File: src/rtl/router_pkg.sv
// Shared types and helpers for the NUM_PORTS router control FSM.
package router_pkg;

  typedef enum logic [3:0] {
    ST_DECODE = 4'd0,
    ST_WAIT   = 4'd1,
    ST_LFD    = 4'd2,
    ST_LD     = 4'd3,
    ST_LP     = 4'd4,
    ST_FFS    = 4'd5,
    ST_LAF    = 4'd6,
    ST_CPE    = 4'd7,
    ST_DROP   = 4'd8
  } state_t;

  function automatic int clog2(input int unsigned v);
    int r;
    r = 0;
    for (int unsigned x = v - 1; x > 0; x = x >> 1) r++;
    return r;
  endfunction

  function automatic logic addr_valid(input int unsigned addr, input int unsigned num_ports);
    return addr < num_ports;
  endfunction

endpackage

File: src/rtl/router_wait_timer.sv
// Up-counter bounding the wait for the destination FIFO to drain.
module router_wait_timer #(
  parameter int WAIT_TIMEOUT = 32,
  parameter int TMR_W        = 6
) (
  input  logic i_clk,
  input  logic i_resetn,
  input  logic i_clr,
  input  logic i_en,
  output logic o_expired
);

  localparam logic [TMR_W-1:0] TC      = TMR_W'(WAIT_TIMEOUT - 1);
  localparam bit               ENABLED = (WAIT_TIMEOUT != 0);

  logic [TMR_W-1:0] r_cnt;

  always_ff @(posedge i_clk or negedge i_resetn) begin
    if (!i_resetn)  r_cnt <= '0;
    else if (i_clr) r_cnt <= '0;
    else if (i_en)  r_cnt <= r_cnt + TMR_W'(1);
  end

  // A zero timeout means wait forever; the counter may wrap harmlessly.
  assign o_expired = ENABLED && (r_cnt == TC);

endmodule

File: src/rtl/router_fsm_np.sv
// Router control FSM for NUM_PORTS output FIFOs with drop, abort and wait timeout.
//   state     | meaning
//   ST_DECODE | idle, waiting for a header
//   ST_WAIT   | destination FIFO not yet empty
//   ST_LFD    | loading header byte
//   ST_LD     | loading payload
//   ST_LP     | loading parity byte
//   ST_FFS    | destination FIFO full, stalled
//   ST_LAF    | resume after full
//   ST_CPE    | parity check
//   ST_DROP   | discarding packet to an invalid port or after timeout
module router_fsm_np
  import router_pkg::*;
#(
  parameter int NUM_PORTS    = 3,
  parameter int ADDR_W       = 2,
  parameter int WAIT_TIMEOUT = 32,
  parameter int TMR_W        = 6
) (
  input  logic                 i_clk,
  input  logic                 i_resetn,
  input  logic                 i_packet_valid,
  input  logic [ADDR_W-1:0]    i_datain,
  input  logic [NUM_PORTS-1:0] i_fifo_full,
  input  logic [NUM_PORTS-1:0] i_fifo_empty,
  input  logic [NUM_PORTS-1:0] i_soft_reset,
  input  logic                 i_parity_done,
  input  logic                 i_low_packet_valid,
  output logic                 o_detect_add,
  output logic                 o_lfd_state,
  output logic                 o_ld_state,
  output logic                 o_laf_state,
  output logic                 o_full_state,
  output logic                 o_rst_int_reg,
  output logic                 o_write_enb_reg,
  output logic                 o_busy,
  output logic                 o_drop_state,
  output logic [ADDR_W-1:0]    o_dest_addr,
  output logic                 o_aborted
);

  state_t            r_state, w_next;
  logic [ADDR_W-1:0] r_dest;
  logic              r_aborted, w_abort;
  logic              w_hdr_valid, w_empty_hdr;
  logic              w_empty_dest, w_full_dest, w_srst_dest;
  logic              w_tmr_clr, w_tmr_en, w_tmr_expired;

  // Explicit per-port match keeps addresses beyond NUM_PORTS from indexing out of range.
  always_comb begin
    w_empty_hdr  = 1'b0;
    w_empty_dest = 1'b0;
    w_full_dest  = 1'b0;
    w_srst_dest  = 1'b0;
    for (int i = 0; i < NUM_PORTS; i++) begin
      if (i_datain == ADDR_W'(i)) w_empty_hdr = i_fifo_empty[i];
      if (r_dest == ADDR_W'(i)) begin
        w_empty_dest = i_fifo_empty[i];
        w_full_dest  = i_fifo_full[i];
        w_srst_dest  = i_soft_reset[i];
      end
    end
  end

  assign w_hdr_valid = addr_valid(int'(unsigned'(i_datain)), NUM_PORTS);
  assign w_tmr_en    = (r_state == ST_WAIT);
  assign w_tmr_clr   = !w_tmr_en;

  router_wait_timer #(
    .WAIT_TIMEOUT (WAIT_TIMEOUT),
    .TMR_W        (TMR_W)
  ) u_wait_timer (
    .i_clk     (i_clk),
    .i_resetn  (i_resetn),
    .i_clr     (w_tmr_clr),
    .i_en      (w_tmr_en),
    .o_expired (w_tmr_expired)
  );

  always_ff @(posedge i_clk or negedge i_resetn) begin
    if (!i_resetn) begin
      r_state   <= ST_DECODE;
      r_dest    <= '0;
      r_aborted <= 1'b0;
    end else begin
      r_state   <= w_next;
      r_aborted <= w_abort;
      if (r_state == ST_DECODE && i_packet_valid) r_dest <= i_datain;
    end
  end

  always_comb begin
    w_next  = r_state;
    w_abort = 1'b0;
    case (r_state)
      ST_DECODE: begin
        if (i_packet_valid) begin
          if (!w_hdr_valid)     w_next = ST_DROP;
          else if (w_empty_hdr) w_next = ST_LFD;
          else                  w_next = ST_WAIT;
        end
      end
      ST_WAIT: begin
        if (w_srst_dest) begin
          w_next  = ST_DECODE;
          w_abort = 1'b1;
        end else if (w_empty_dest) begin
          w_next = ST_LFD;
        end else if (w_tmr_expired) begin
          w_next  = ST_DROP;
          w_abort = 1'b1;
        end
      end
      ST_LFD: begin
        if (w_srst_dest) begin
          w_next  = ST_DECODE;
          w_abort = 1'b1;
        end else begin
          w_next = ST_LD;
        end
      end
      ST_LD: begin
        if (w_srst_dest) begin
          w_next  = ST_DECODE;
          w_abort = 1'b1;
        end else if (w_full_dest) begin
          w_next = ST_FFS;
        end else if (!i_packet_valid) begin
          w_next = ST_LP;
        end
      end
      ST_LP:  w_next = ST_CPE;
      ST_FFS: begin
        if (w_srst_dest) begin
          w_next  = ST_DECODE;
          w_abort = 1'b1;
        end else if (!w_full_dest) begin
          w_next = ST_LAF;
        end
      end
      ST_LAF: begin
        if (w_srst_dest) begin
          w_next  = ST_DECODE;
          w_abort = 1'b1;
        end else if (i_parity_done)      w_next = ST_DECODE;
        else if (i_low_packet_valid)     w_next = ST_LP;
        else                             w_next = ST_LD;
      end
      ST_CPE:  w_next = w_full_dest ? ST_FFS : ST_DECODE;
      ST_DROP: if (!i_packet_valid) w_next = ST_DECODE;
      default: w_next = ST_DECODE;
    endcase
  end

  always_comb begin
    o_detect_add    = 1'b0;
    o_lfd_state     = 1'b0;
    o_ld_state      = 1'b0;
    o_laf_state     = 1'b0;
    o_full_state    = 1'b0;
    o_rst_int_reg   = 1'b0;
    o_write_enb_reg = 1'b0;
    o_busy          = 1'b0;
    o_drop_state    = 1'b0;
    case (r_state)
      ST_DECODE: o_detect_add = 1'b1;
      ST_WAIT:   o_busy       = 1'b1;
      ST_LFD: begin
        o_lfd_state = 1'b1;
        o_busy      = 1'b1;
      end
      ST_LD: begin
        o_ld_state      = 1'b1;
        o_write_enb_reg = 1'b1;
      end
      ST_LP: begin
        o_write_enb_reg = 1'b1;
        o_busy          = 1'b1;
      end
      ST_FFS: begin
        o_full_state = 1'b1;
        o_busy       = 1'b1;
      end
      ST_LAF: begin
        o_laf_state     = 1'b1;
        o_write_enb_reg = 1'b1;
        o_busy          = 1'b1;
      end
      ST_CPE: begin
        o_rst_int_reg = 1'b1;
        o_busy        = 1'b1;
      end
      ST_DROP: o_drop_state = 1'b1;
      default: o_detect_add = 1'b0;
    endcase
  end

  assign o_dest_addr = r_dest;
  assign o_aborted   = r_aborted;

endmodule

File: config.mk
export PLATFORM = sky130hd
export DESIGN_NAME = router_fsm_np
export DESIGN_NICKNAME = d
export VERILOG_FILES = /design/src/rtl/router_pkg.sv /design/src/rtl/router_wait_timer.sv /design/src/rtl/router_fsm_np.sv
export SDC_FILE = /design/constraint.sdc
export NUM_CORES = 1
export LEC_CHECK = 0
export ABC_AREA = 1
export CAP_MARGIN = 30
export CORE_MARGIN = 1
export CORE_UTILIZATION = 45
export DETAILED_ROUTE_END_ITERATION = 10
export DONT_BUFFER_PORTS = 1
export PLACE_DENSITY = 0.65
export SLEW_MARGIN = 20
export SYNTH_ARGS = -nofsm -noshare
export SYNTH_HDL_FRONTEND = slang
export SYNTH_HIERARCHICAL = 1
export SYNTH_SLANG_ARGS = --single-unit
File: constraint.sdc
create_clock -name i_clk -period 2.03 [get_ports i_clk]
set_input_delay 0.1015 -clock i_clk [delete_from_list [all_inputs] [get_ports i_clk]]
set_output_delay 0.1015 -clock i_clk [all_outputs]
set_load 0.05 [all_outputs]
==> impl_metrics.prom <==
# TYPE chip_impl_metric gauge
chip_impl_metric{name="dr_wl_met3",unit="um"} 94
chip_impl_metric{name="chipHeight",unit="um"} 50.62
chip_impl_metric{name="critPathMaxFanout",unit=""} 4
chip_impl_metric{name="peakVddDrop",unit="V"} 0.0007349
chip_impl_metric{name="hold_viol_final",unit=""} 0
chip_impl_info{name="start_kind",value="register"} 1
chip_impl_info{name="yosys.cell_count.top_type",value="nand2_1"} 1
chip_impl_metric{name="vias",unit=""} 1065
chip_impl_metric{name="max-clock-path-buffers",unit=""} 2
chip_impl_info{name="regToRegStartpoint",value="r_state[3]$_DFFE_PN0P_"} 1
chip_impl_metric{name="final_critical_path_setup_slack",unit="ps"} 347.4
chip_impl_metric{name="arithmetic_cell_share_of_the_synthesized_area_counting_full_adders_half_adders_and_majority_gates",unit="%"} 1.176
chip_impl_metric{name="number_of_antenna_violations_at_the_first_check_in_global_routing",unit=""} 0
chip_impl_metric{name="nNetsFinal",unit=""} 201
chip_impl_metric{name="synth_xor_xnor_area_share",unit="%"} 0
chip_impl_metric{name="timing.slew.headroom",unit="%"} 59.96
chip_impl_metric{name="dpl_cell_area",unit="sq um"} 1151
chip_impl_metric{name="tritoncts.num_buffers",unit=""} 3
chip_impl_metric{name="met2_wirelength",unit="um"} 1154
chip_impl_metric{name="viasPerCell",unit=""} 5.047
chip_impl_metric{name="top_level_ports",unit=""} 28
chip_impl_metric{name="h_tree_level_count",unit=""} 1
chip_impl_metric{name="clock_latency_of_the_later_clocked_register_in_the_worst_skew_pair",unit="ps"} 270
chip_impl_metric{name="setup_viol",unit=""} 0
chip_impl_info{name="run_status",value="finished, final reports clean"} 1
chip_impl_metric{name="rr_worst_depth",unit=""} 7
chip_impl_info{name="timing.hold.worst.start",value="i_packet_valid"} 1
chip_impl_metric{name="drc",unit=""} 0
chip_impl_metric{name="reg2reg_setup_slack",unit="ps"} 430
chip_impl_info{name="rsz0062_at_grt",value="no"} 1
chip_impl_metric{name="fillers",unit=""} 244
chip_impl_info{name="ys_top_cells_by_count",value="47 x nand2_1, 26 x inv_1, 22 x nor2_1"} 1
chip_impl_metric{name="layout.core_utilization",unit="%"} 53.68
chip_impl_info{name="dominant_combinational_cell_family_by_area_after_synthesis",value="simple AND/OR/NAND/NOR gates"} 1
chip_impl_metric{name="gpl.final_weighted_congestion",unit=""} 0.8047
chip_impl_metric{name="place_ws",unit="ps"} 441.5
chip_impl_metric{name="dr.pass1.iters",unit=""} 4
chip_impl_metric{name="setup_total_negative_slack",unit="ps"} 0
chip_impl_metric{name="wire_length_the_detailed_router_placed_on_met1",unit="um"} 1099
chip_impl_metric{name="clock_tree_skew_after_final_layout",unit="ps"} 6.390
chip_impl_metric{name="synth_top_area_share",unit="%"} 30.59
chip_impl_info{name="synth_top_flop_cell",value="dfrtp_1"} 1
chip_impl_metric{name="final_antenna_net_count",unit=""} 0
chip_impl_metric{name="synthMuxAreaShare",unit="%"} 0
chip_impl_metric{name="synth-warning-count",unit=""} 6
chip_impl_metric{name="chipWidth",unit="um"} 50.62
chip_impl_metric{name="pwr_density_cell",unit="nW/um^2"} 1393
chip_impl_info{name="synth_area_leader_cell",value="dfrtp_1"} 1
chip_impl_metric{name="synth-seq-area-share",unit="%"} 30.59
chip_impl_metric{name="port_buffers",unit=""} 0
chip_impl_metric{name="timing.final.crit_share",unit="%"} 82.89
chip_impl_metric{name="reported_leakage_power",unit="nW"} 0.6751
chip_impl_metric{name="critical_path_required",unit="ps"} 1930
chip_impl_metric{name="dp_hpwl",unit="um"} 2027
chip_impl_metric{name="simple_gate_fraction_of_synth_area",unit="%"} 50.59
chip_impl_metric{name="overflow",unit=""} 0
chip_impl_info{name="cts_root_buffer",value="clkbuf_4"} 1
chip_impl_metric{name="worst_pin_slew",unit="ps"} 598.7
chip_impl_info{name="cts_tree",value="built"} 1
chip_impl_metric{name="clkTransAtPathRegs",unit="ps"} 80
chip_impl_metric{name="unique_cell_type_count_in_the_yosys_netlist",unit=""} 21
chip_impl_info{name="endpoint_kind",value="output pin"} 1
chip_impl_info{name="synth_area_leaders",value="dfrtp_1 31%, nand2_1 17%, inv_1 9.2%"} 1
chip_impl_metric{name="core_region_area",unit="sq um"} 2212
chip_impl_metric{name="final.min_clock_period",unit="ps"} 1683
chip_impl_metric{name="post_synthesis_compound_gate_area_fraction",unit="%"} 6.353
chip_impl_metric{name="mappedNetlistArea",unit="sq um"} 1064
chip_impl_metric{name="drt-initial-drc-count",unit=""} 19
chip_impl_info{name="min-delay-path-class",value="in2reg"} 1
chip_impl_metric{name="postSynthAreaPerCell",unit="sq um"} 6.219
chip_impl_metric{name="timing.max_cap.violations",unit=""} 0
chip_impl_metric{name="postSynthRegisterBits",unit=""} 13
chip_impl_metric{name="final_max_slew_viol_count",unit=""} 0
chip_impl_metric{name="cts_num_sinks",unit=""} 13
chip_impl_info{name="worstSetupPathType",value="reg2out"} 1
chip_impl_metric{name="rows",unit=""} 17
chip_impl_metric{name="worst-endpoint-arrival",unit="ps"} 1580
chip_impl_metric{name="route.detailed.wl_per_inst",unit="um"} 11.13
chip_impl_metric{name="initial_standard_cell_utilization_of_the_core",unit="%"} 48.08
chip_impl_info{name="uppermost_signal_routing_layer_after_detailed_routing",value="met3"} 1
chip_impl_metric{name="hold_path_depth",unit=""} 2
chip_impl_metric{name="globalRouteTotalUtil",unit="%"} 21.35
chip_impl_metric{name="num_antenna_cells",unit=""} 0
chip_impl_info{name="timing.rr.end",value="o_aborted$_DFF_PN0_"} 1
chip_impl_metric{name="post_synthesis_cells",unit=""} 171
chip_impl_metric{name="grt_start_max_net_pins",unit=""} 14
chip_impl_metric{name="synthesis.nets",unit=""} 188
chip_impl_metric{name="grt_first_pass_wirelength",unit="um"} 4188
chip_impl_metric{name="synth-edff-count",unit=""} 0
chip_impl_metric{name="grt_pass1_vias",unit=""} 1031
chip_impl_metric{name="layout.cell_area.non_filler",unit="sq um"} 1187
chip_impl_metric{name="fraction_of_synthesis_flops_using_an_asynchronous_set_or_reset_pin",unit="%"} 100.0
chip_impl_info{name="hold_path_end",value="r_state[1]$_DFFE_PN0P_"} 1
chip_impl_metric{name="drt-total-wl",unit="um"} 2348
chip_impl_metric{name="floorplan.die_area",unit="sq um"} 2562
chip_impl_metric{name="drive_above_1_share",unit="%"} 17.49
chip_impl_metric{name="area_growth_syn_to_layout",unit="%"} 11.65
chip_impl_metric{name="achievable_frequency",unit="GHz"} 0.5943
-- how the worst max path moves through the flow --
stage | slack [ps] | startpoint | to | cells past startpoint
6_report | 350 | r_state[1]$_DFFE_PN0P_ | o_write_enb_reg | 4
5_1_grt | 210 | r_state[1]$_DFFE_PN0P_ | o_write_enb_reg | 4
4_1_cts | 340 | r_state[1]$_DFFE_PN0P_ | o_write_enb_reg | 4
3_5_place_dp | 440 | r_state[3]$_DFFE_PN0P_ | o_aborted$_DFF_PN0_ | 7
3_3_place_gp | 510 | o_dest_addr[1]$_DFFE_PN0P_ | r_state[0]$_DFFE_PN0P_ | 10
2_1_floorplan | 250 | r_state[2]$_DFFE_PN0P_ | r_state[1]$_DFFE_PN0P_ | 9
-- where the power goes --
group	total [mW]	switching [mW]	internal, mW
registers	0.402	0.0857	0.316
clock network	0.156	0.0803	0.0760
logic	1.10	0.813	0.284
total	1.65	0.979	0.676
-- sequential cells by signal (all words and copies together), names as in the netlist --
name,count
u_wait_timer/r_cnt,6
r_state,4
o_dest_addr,2
o_aborted,1
-- cell type report --
cell class | count | area [sq um] | area share (%)
Multi-Input combinational cell | 126 | 618.1 | 52.05
Sequential cell | 13 | 325.3 | 27.40
Timing Repair Buffer | 8 | 62.56 | 5.269
Clock buffer | 4 | 26.28 | 2.213
Inverter | 32 | 120.1 | 10.12
Tap cell | 28 | 35.03 | 2.950
-- cell usage in the layout (no fill, tap or decap), types with 3 or more instances in the layout --
cell type	synthesis	routed
nor2_4	3	3
nand2_1	47	47
inv_1	26	26
nor2_1	22	22
dfrtp_1	13	13
nand3_2	3	3
clkbuf_4	0	3
inv_2	6	6
nor2_2	6	6
buf_4	0	7
nand2_2	3	3
nand4_1	4	4
nand3_1	17	17
o21ai_0	10	10
-- layer usage --
layer,vias to the layer above,track usage [%]
met4,0,3.704
met2,24,36.00
met3,0,4.848
met5,-,0
met1,485,27.99
li1,556,-
-- kinds of logic (layout without fill, tap and decap cells) --
| kind of cell | Yosys count | after routing |
|---|---|---|
| AOI/OAI and AO/OA | 13 | 13 |
| adders and majority gates | 1 | 1 |
| buffers and inverters | 32 | 44 |
| DFF | 13 | 13 |
| and+or+nand+nor | 112 | 112 |
-- through the flow --
stage | instances | hold WS, ps | power (mW)
floorplan | 171 | -194.1 | 1.268
global placement | 206 | -193.8 | 1.474
detailed placement | 206 | -193.8 | 1.496
CTS | 211 | 2.482 | 1.662
global route | 211 | 7.400 | 1.798
finish | 211 | 3.152 | 1.654
-- timing repair --
item	in CTS	in global routing
setup buffers	0	0
endpoints found under the hold margin	13	0
gates resized for setup	0	0
hold buffers	1	0
setup endpoints to repair	0	0
-- worst max-delay path, stage by stage (launching register included) --
cell and delay, ps:
dfrtp_1 420, nor2_1 210, inv_1 70, nor2_1 160
nand3b_1 460
(Power assumes the default switching activity.)
